## src/rtl/fb_port_arbiter.sv

```systemverilog
// -----------------------------------------------------------------------------
// fb_port_arbiter
// Shares the single port of the frame-buffer BRAM between the VGA display read
// path (strict priority, fixed 3-cycle latency) and the camera write path
// (buffered in a small FIFO and issued only in cycles without a read).
//
// Ports
//   CLK_25_I       25 MHz pixel clock, sole clock
//   RST_I          synchronous active-high reset
//   ENABLE_I       arbitration enable (IDLE <-> RUN, RUN -> FLUSH)
//   WR_VALID_I     camera write request
//   WR_ADDR_I      camera write address
//   WR_DATA_I      camera write pixel
//   WR_READY_O     FIFO accepts a write this cycle
//   RD_EN_I        display read request, no backpressure
//   RD_ADDR_I      display read address
//   RD_DATA_O      read pixel, valid when RD_VALID_O
//   RD_VALID_O     read data valid, 3 cycles after RD_EN_I
//   BRAM_EN_O      BRAM port enable
//   BRAM_WE_O      BRAM write enable
//   BRAM_ADDR_O    BRAM address (holds in idle slots)
//   BRAM_WDATA_O   BRAM write data (holds in idle and read slots)
//   BRAM_RDATA_I   BRAM read data, 1-cycle latency
//   FIFO_LEVEL_O   writes accepted but not yet written to BRAM
//   DROP_CNT_O     saturating count of writes offered while not ready
//   ADDR_ERR_O     sticky flag: accepted write with address >= DEPTH
// -----------------------------------------------------------------------------
module fb_port_arbiter #(
   parameter int ADDR_W     = 15,
   parameter int DATA_W     = 12,
   parameter int DEPTH      = 30720,
   parameter int FIFO_DEPTH = 8
) (
   input  logic              CLK_25_I,
   input  logic              RST_I,
   input  logic              ENABLE_I,
   input  logic              WR_VALID_I,
   input  logic [ADDR_W-1:0] WR_ADDR_I,
   input  logic [DATA_W-1:0] WR_DATA_I,
   output logic              WR_READY_O,
   input  logic              RD_EN_I,
   input  logic [ADDR_W-1:0] RD_ADDR_I,
   output logic [DATA_W-1:0] RD_DATA_O,
   output logic              RD_VALID_O,
   output logic              BRAM_EN_O,
   output logic              BRAM_WE_O,
   output logic [ADDR_W-1:0] BRAM_ADDR_O,
   output logic [DATA_W-1:0] BRAM_WDATA_O,
   input  logic [DATA_W-1:0] BRAM_RDATA_I,
   output logic [3:0]        FIFO_LEVEL_O,
   output logic [15:0]       DROP_CNT_O,
   output logic              ADDR_ERR_O
);

   localparam int PTR_W = $clog2(FIFO_DEPTH);

   localparam logic [1:0] ST_IDLE  = 2'd0;
   localparam logic [1:0] ST_RUN   = 2'd1;
   localparam logic [1:0] ST_FLUSH = 2'd2;

   localparam logic [3:0]        LVL_FULL = FIFO_DEPTH[3:0];
   localparam logic [ADDR_W:0]   ADDR_LIM = DEPTH[ADDR_W:0];
   localparam logic [PTR_W-1:0]  PTR_ONE  = PTR_W'(1);

   logic [1:0]        r_state;
   logic [3:0]        r_cnt;        // entries still held in FIFO storage
   logic [3:0]        r_level;      // r_cnt plus the write currently on the port
   logic [PTR_W-1:0]  r_wr_ptr;
   logic [PTR_W-1:0]  r_rd_ptr;
   logic [ADDR_W-1:0] r_fifo_addr [FIFO_DEPTH];
   logic [DATA_W-1:0] r_fifo_data [FIFO_DEPTH];
   logic              r_wr_ready;
   logic [15:0]       r_drop;
   logic              r_addr_err;
   logic              r_bram_en;
   logic              r_bram_we;
   logic [ADDR_W-1:0] r_bram_addr;
   logic [DATA_W-1:0] r_bram_wdata;
   logic              r_rd_p1;      // read slot on the port this cycle
   logic              r_rd_p2;      // BRAM_RDATA_I carries read data this cycle
   logic [DATA_W-1:0] r_rd_data;
   logic              r_rd_valid;

   logic              w_active;
   logic              w_addr_ok;
   logic              w_push;
   logic              w_bad_addr;
   logic              w_drop;
   logic              w_rd_slot;
   logic              w_pop;
   logic [3:0]        w_cnt_nxt;
   logic [3:0]        w_level_nxt;
   logic [1:0]        w_state_nxt;
   logic              w_ready_nxt;

   assign w_active    = (r_state == ST_RUN) || (r_state == ST_FLUSH);
   assign w_addr_ok   = ({1'b0, WR_ADDR_I} < ADDR_LIM);
   assign w_push      = WR_VALID_I && r_wr_ready && w_addr_ok;
   assign w_bad_addr  = WR_VALID_I && r_wr_ready && !w_addr_ok;
   assign w_drop      = WR_VALID_I && !r_wr_ready;
   // Reads always win the port; a write only takes a slot nobody reads in.
   assign w_rd_slot   = w_active && RD_EN_I;
   assign w_pop       = w_active && !RD_EN_I && (r_cnt != 4'd0);
   assign w_cnt_nxt   = r_cnt + {3'd0, w_push} - {3'd0, w_pop};
   // The popped entry stays counted while its write is on the port.
   assign w_level_nxt = w_cnt_nxt + {3'd0, w_pop};
   assign w_ready_nxt = (w_state_nxt == ST_RUN) && (w_level_nxt < LVL_FULL);

   // Next-state logic for IDLE / RUN / FLUSH.
   always_comb begin
      w_state_nxt = r_state;
      case (r_state)
         ST_IDLE: begin
            if (ENABLE_I) w_state_nxt = ST_RUN;
            else          w_state_nxt = ST_IDLE;
         end
         ST_RUN: begin
            if (ENABLE_I)                w_state_nxt = ST_RUN;
            else if (w_cnt_nxt == 4'd0)  w_state_nxt = ST_IDLE;
            else                         w_state_nxt = ST_FLUSH;
         end
         ST_FLUSH: begin
            if (ENABLE_I)                w_state_nxt = ST_RUN;
            else if (w_cnt_nxt == 4'd0)  w_state_nxt = ST_IDLE;
            else                         w_state_nxt = ST_FLUSH;
         end
         default: w_state_nxt = ST_IDLE;
      endcase
   end

   // FIFO storage; contents are don't-care once the pointers are reset.
   always_ff @(posedge CLK_25_I) begin
      if (w_push) begin
         r_fifo_addr[r_wr_ptr] <= WR_ADDR_I;
         r_fifo_data[r_wr_ptr] <= WR_DATA_I;
      end
   end

   // FSM, FIFO bookkeeping and status outputs.
   always_ff @(posedge CLK_25_I) begin
      if (RST_I) begin
         r_state    <= ST_IDLE;
         r_cnt      <= 4'd0;
         r_level    <= 4'd0;
         r_wr_ptr   <= '0;
         r_rd_ptr   <= '0;
         r_wr_ready <= 1'b0;
         r_drop     <= 16'd0;
         r_addr_err <= 1'b0;
      end else begin
         r_state    <= w_state_nxt;
         r_cnt      <= w_cnt_nxt;
         r_level    <= w_level_nxt;
         r_wr_ready <= w_ready_nxt;
         if (w_push) r_wr_ptr <= r_wr_ptr + PTR_ONE;
         if (w_pop)  r_rd_ptr <= r_rd_ptr + PTR_ONE;
         if (w_drop && (r_drop != 16'hFFFF)) r_drop <= r_drop + 16'd1;
         if (w_bad_addr) r_addr_err <= 1'b1;
      end
   end

   // BRAM port drive and read-return pipeline.
   always_ff @(posedge CLK_25_I) begin
      if (RST_I) begin
         r_bram_en    <= 1'b0;
         r_bram_we    <= 1'b0;
         r_bram_addr  <= '0;
         r_bram_wdata <= '0;
         r_rd_p1      <= 1'b0;
         r_rd_p2      <= 1'b0;
         r_rd_data    <= '0;
         r_rd_valid   <= 1'b0;
      end else begin
         r_bram_en <= w_rd_slot || w_pop;
         r_bram_we <= w_pop;
         if (w_rd_slot) begin
            r_bram_addr <= RD_ADDR_I;
         end else if (w_pop) begin
            r_bram_addr  <= r_fifo_addr[r_rd_ptr];
            r_bram_wdata <= r_fifo_data[r_rd_ptr];
         end
         r_rd_p1    <= w_rd_slot;
         r_rd_p2    <= r_rd_p1;
         r_rd_valid <= r_rd_p2;
         if (r_rd_p2) r_rd_data <= BRAM_RDATA_I;
      end
   end

   assign WR_READY_O   = r_wr_ready;
   assign RD_DATA_O    = r_rd_data;
   assign RD_VALID_O   = r_rd_valid;
   assign BRAM_EN_O    = r_bram_en;
   assign BRAM_WE_O    = r_bram_we;
   assign BRAM_ADDR_O  = r_bram_addr;
   assign BRAM_WDATA_O = r_bram_wdata;
   assign FIFO_LEVEL_O = r_level;
   assign DROP_CNT_O   = r_drop;
   assign ADDR_ERR_O   = r_addr_err;

endmodule

```

## config.mk

```make
export PLATFORM = sky130hd
export DESIGN_NAME = fb_port_arbiter
export DESIGN_NICKNAME = d
export VERILOG_FILES = /design/src/rtl/fb_port_arbiter.sv
export SDC_FILE = /design/constraint.sdc
export NUM_CORES = 1
export LEC_CHECK = 0
export CAP_MARGIN = 20
export CORE_ASPECT_RATIO = 1.2
export CORE_MARGIN = 2
export CORE_UTILIZATION = 63
export CTS_BUF_LIST = sky130_fd_sc_hd__clkbuf_4
export DETAILED_ROUTE_END_ITERATION = 7
export PLACE_DENSITY_LB_ADDON = 0.12
export SYNTH_ARGS = -nofsm -noshare
export SYNTH_HDL_FRONTEND = slang
export SYNTH_SLANG_ARGS = --single-unit
```

## constraint.sdc

```tcl
create_clock -name CLK_25_I -period 10.95 [get_ports CLK_25_I]
set_clock_uncertainty 0.05 [all_clocks]
set_input_delay 2.19 -clock CLK_25_I [delete_from_list [all_inputs] [get_ports CLK_25_I]]
set_output_delay 2.19 -clock CLK_25_I [all_outputs]
set_load 0.02 [all_outputs]
```

==> impl_metrics.ini <==
[drt]
avgViaCountPerCell = 5.97
drc = 0
antenna_left = 0
wl_um = 23500
drt-initial-drc-count = 586
wl_per_cell_um = 21.0
vias = 6702
drtPass1Iterations = 7

[floorplanning]
initial_core_util = 0.645
boundaryPins = 123
die_y_um = 151
rows = 53
core_um2 = 17600
die_width_um = 127
dieArea_um2 = 19200

[clock_tree]
postCtsResizedCells = 0
cts_setup_buffers = 0
clk-insertion-delay-late_ns = 0.67
cts.sinks = 297
cts_buffer_depth = 3
clkTransAtPathRegs_ns = 0.07
cts_root_buf = clkbuf_4
htreeDepth = 3
holdBufCountCts = 0
cts_buffers = 71
cts_tree = done

[hold_path]
min_path_type = reg -> reg
holdPathStages = 1
holdPathEnd = r_rd_p2
hp-start = r_rd_p1

[power_and_ir_drop]
ir_drop_mv = 0.108
total_power_mw = 2.50
p_per_area_nw_per_um2 = 181
leakagePower_nw = 4.52

[yosys]
synth_top_area_share = 0.570
synth_area_leader_cell = edfxtp_1
yosys_warnings = 0
synthCells = 672
synth.most_common_cell = edfxtp_1
ys_seq_area_frac = 0.713
synthTopCellsByCount = 216 x edfxtp_1, 81 x dfxtp_1, 62 x nor2_1, 54 x mux4_2, 26 x mux2i_1
yosys-top-cells-area = edfxtp_1 57%, dfxtp_1 14%, mux4_2 11%
syn_nets = 742
ys_ff_latch = 297
async_flop_share = 0
yosysUniqueCellTypes = 46
synth_edf_count = 216
avgSynthCellArea_um2 = 16.9
netlist_area_um2 = 11400
synthFlopType = edfxtp_1

[timing]
final-hold-violation-count = 0
max_freq_mhz = 204
drv_slew = 0
min_period_ns = 4.91
setup_ws_ns = 6.04
rsz0062_at_grt = false
setup_tns_ns = 0
setup_viol = 0
tightest_slew_ns = 0.971
slew_headroom = 0.352
fin_crit_sh = 0.448

[grt]
grtUsageTotal = 0.255
grt_pass1_vias = 7042
grt_first_pass_wirelength_um = 36800
grt_max_degree = 83
antenna_found_initial = 1
grt.overflow.total = 0

[worst_setup_path]
reg2reg_setup_slack_ns = 7.30
worst-path-buf-inv = 3
cp_data_arrival_time_ns = 5.35
crit_path_cell_trace = clkdlybuf4s50_1, nor2b_1, and2_2, nand2_1, nand2_1, ha_1, inv_1, fa_1, inv_1, ha_1, xnor2_1, nor2_1
rr_endpoint = FIFO_LEVEL_O[2]
cpMaxStageDelayCell = and2_2
crit_path_max_fanout = 43
critPathCaptureType = flop
rr_startpoint = r_state[1]
r2r.worst_path.cells = 13
required_ns = 11.39
critPathTopFamily = simple AND/OR/NAND/NOR gates
max_stage_delay_ns = 0.83
start_kind = input port
path_class = in -> reg

[place]
portBuffers = 122
place.gp.congestion = 0.877
hpwl_um = 13900
dp_worst_setup_slack_ns = 5.42

[layout]
layout-drive-gt1-share = 0.243
nets = 914
fill_cells = 1012
syn_to_final_growth_pct = 21.1

[run]
cap_violations = 0

[status]
status = completed
==> worst reg2reg max path, delay by kind of cell, from the launching register on <==
kind	cells	cell delay, ns
XOR/XNOR	1	0.15
adder cells (fa/ha/maj)	4	1.27
buffers and inverters	3	0.19
flip-flops	1	0.34
AND/OR/NAND/NOR	5	1.52
==> worst max path at each step <==
stage	from	end	slack (ns)	cells after the start
finish	RD_EN_I	FIFO_LEVEL_O[2]	6.04	12
global route	RD_EN_I	FIFO_LEVEL_O[2]	5.81	12
CTS	RD_EN_I	FIFO_LEVEL_O[2]	6.09	12
detailed placement	RD_EN_I	FIFO_LEVEL_O[2]	5.42	12
global placement	RD_EN_I	FIFO_LEVEL_O[1]	5.51	11
floorplan	WR_ADDR_I[11]	r_fifo_addr[0][0]	5.93	4
==> routing by layer <==
layer / wire length, um / up-vias / global-route usage / part of all wire
li1: - / 3052 / - / -
met1: 9120 / 3317 / 0.313 / 0.39
met2: 12200 / 283 / 0.437 / 0.52
met3: 1690 / 50 / 0.0664 / 0.072
met4: 543 / 0 / 0.105 / 0.023
met5: 0 / - / 0 / 0
==> logic make-up after synthesis <==
family,Yosys count,synth area share
flip-flops,297,0.713
AND/OR/NAND/NOR,143,0.0626
multiplexers,96,0.146
AO/OA/AOI/OAI,68,0.0427
buffers and inverters,49,0.0175
adder cells (fa/ha/maj),11,0.0128
XOR/XNOR,8,0.00616
==> registers in the layout, summed over array words and instances, names as in the netlist, 2 cells and up, named ones only <==
signal        cells
r_state           2
r_rd_ptr          3
DROP_CNT_O       16
r_cnt             4
FIFO_LEVEL_O      4
r_wr_ptr          3
BRAM_ADDR_O      15
RD_DATA_O        12
r_fifo_data      96
BRAM_WDATA_O     12
r_fifo_addr     120
==> cells in the final DEF, fill, tap and decap left out, types with 14 or more instances in the layout <==
| master | count |
|---|---|
| dfxtp_1 | 79 |
| a222oi_1 | 15 |
| clkbuf_4 | 103 |
| nor2_1 | 56 |
| clkdlybuf4s50_1 | 121 |
| edfxtp_1 | 216 |
| a211oi_1 | 14 |
| nand2_1 | 20 |
| mux2_2 | 16 |
| mux4_2 | 54 |
| a21oi_1 | 18 |
| mux2i_1 | 26 |
| clkinv_1 | 15 |
==> final cells by class <==
cell class	instances	area, um2	area share
multi-input cells	326	3100	0.225
inverters	12	45.0	0.00327
repair buffers	136	1330	0.0967
diodes	1	2.50	0.000182
clock inverters	27	139	0.0101
well taps	220	275	0.0200
clock buffers	103	773	0.0561
flip-flops and latches	297	8110	0.589
==> stage by stage <==
step / cells / hold slack, ns / area [um2] / util
2_1_floorplan: 672 / 0.364 / 11400 / -
3_3_place_gp: 989 / 0.377 / 12800 / 0.727
3_5_place_dp: 990 / 0.375 / 12800 / 0.728
4_1_cts: 1120 / 0.415 / 13700 / 0.779
5_1_grt: 1122 / 0.449 / 13800 / 0.781
6_report: 1122 / 0.406 / 13800 / 0.781
==> power by group <==
group	internal [mW]	switching, mW
clock network	0.461	0.424
logic	0.156	0.164
registers	1.25	0.0387
total	1.87	0.627
Note: power is estimated with default switching activity, not from simulation.
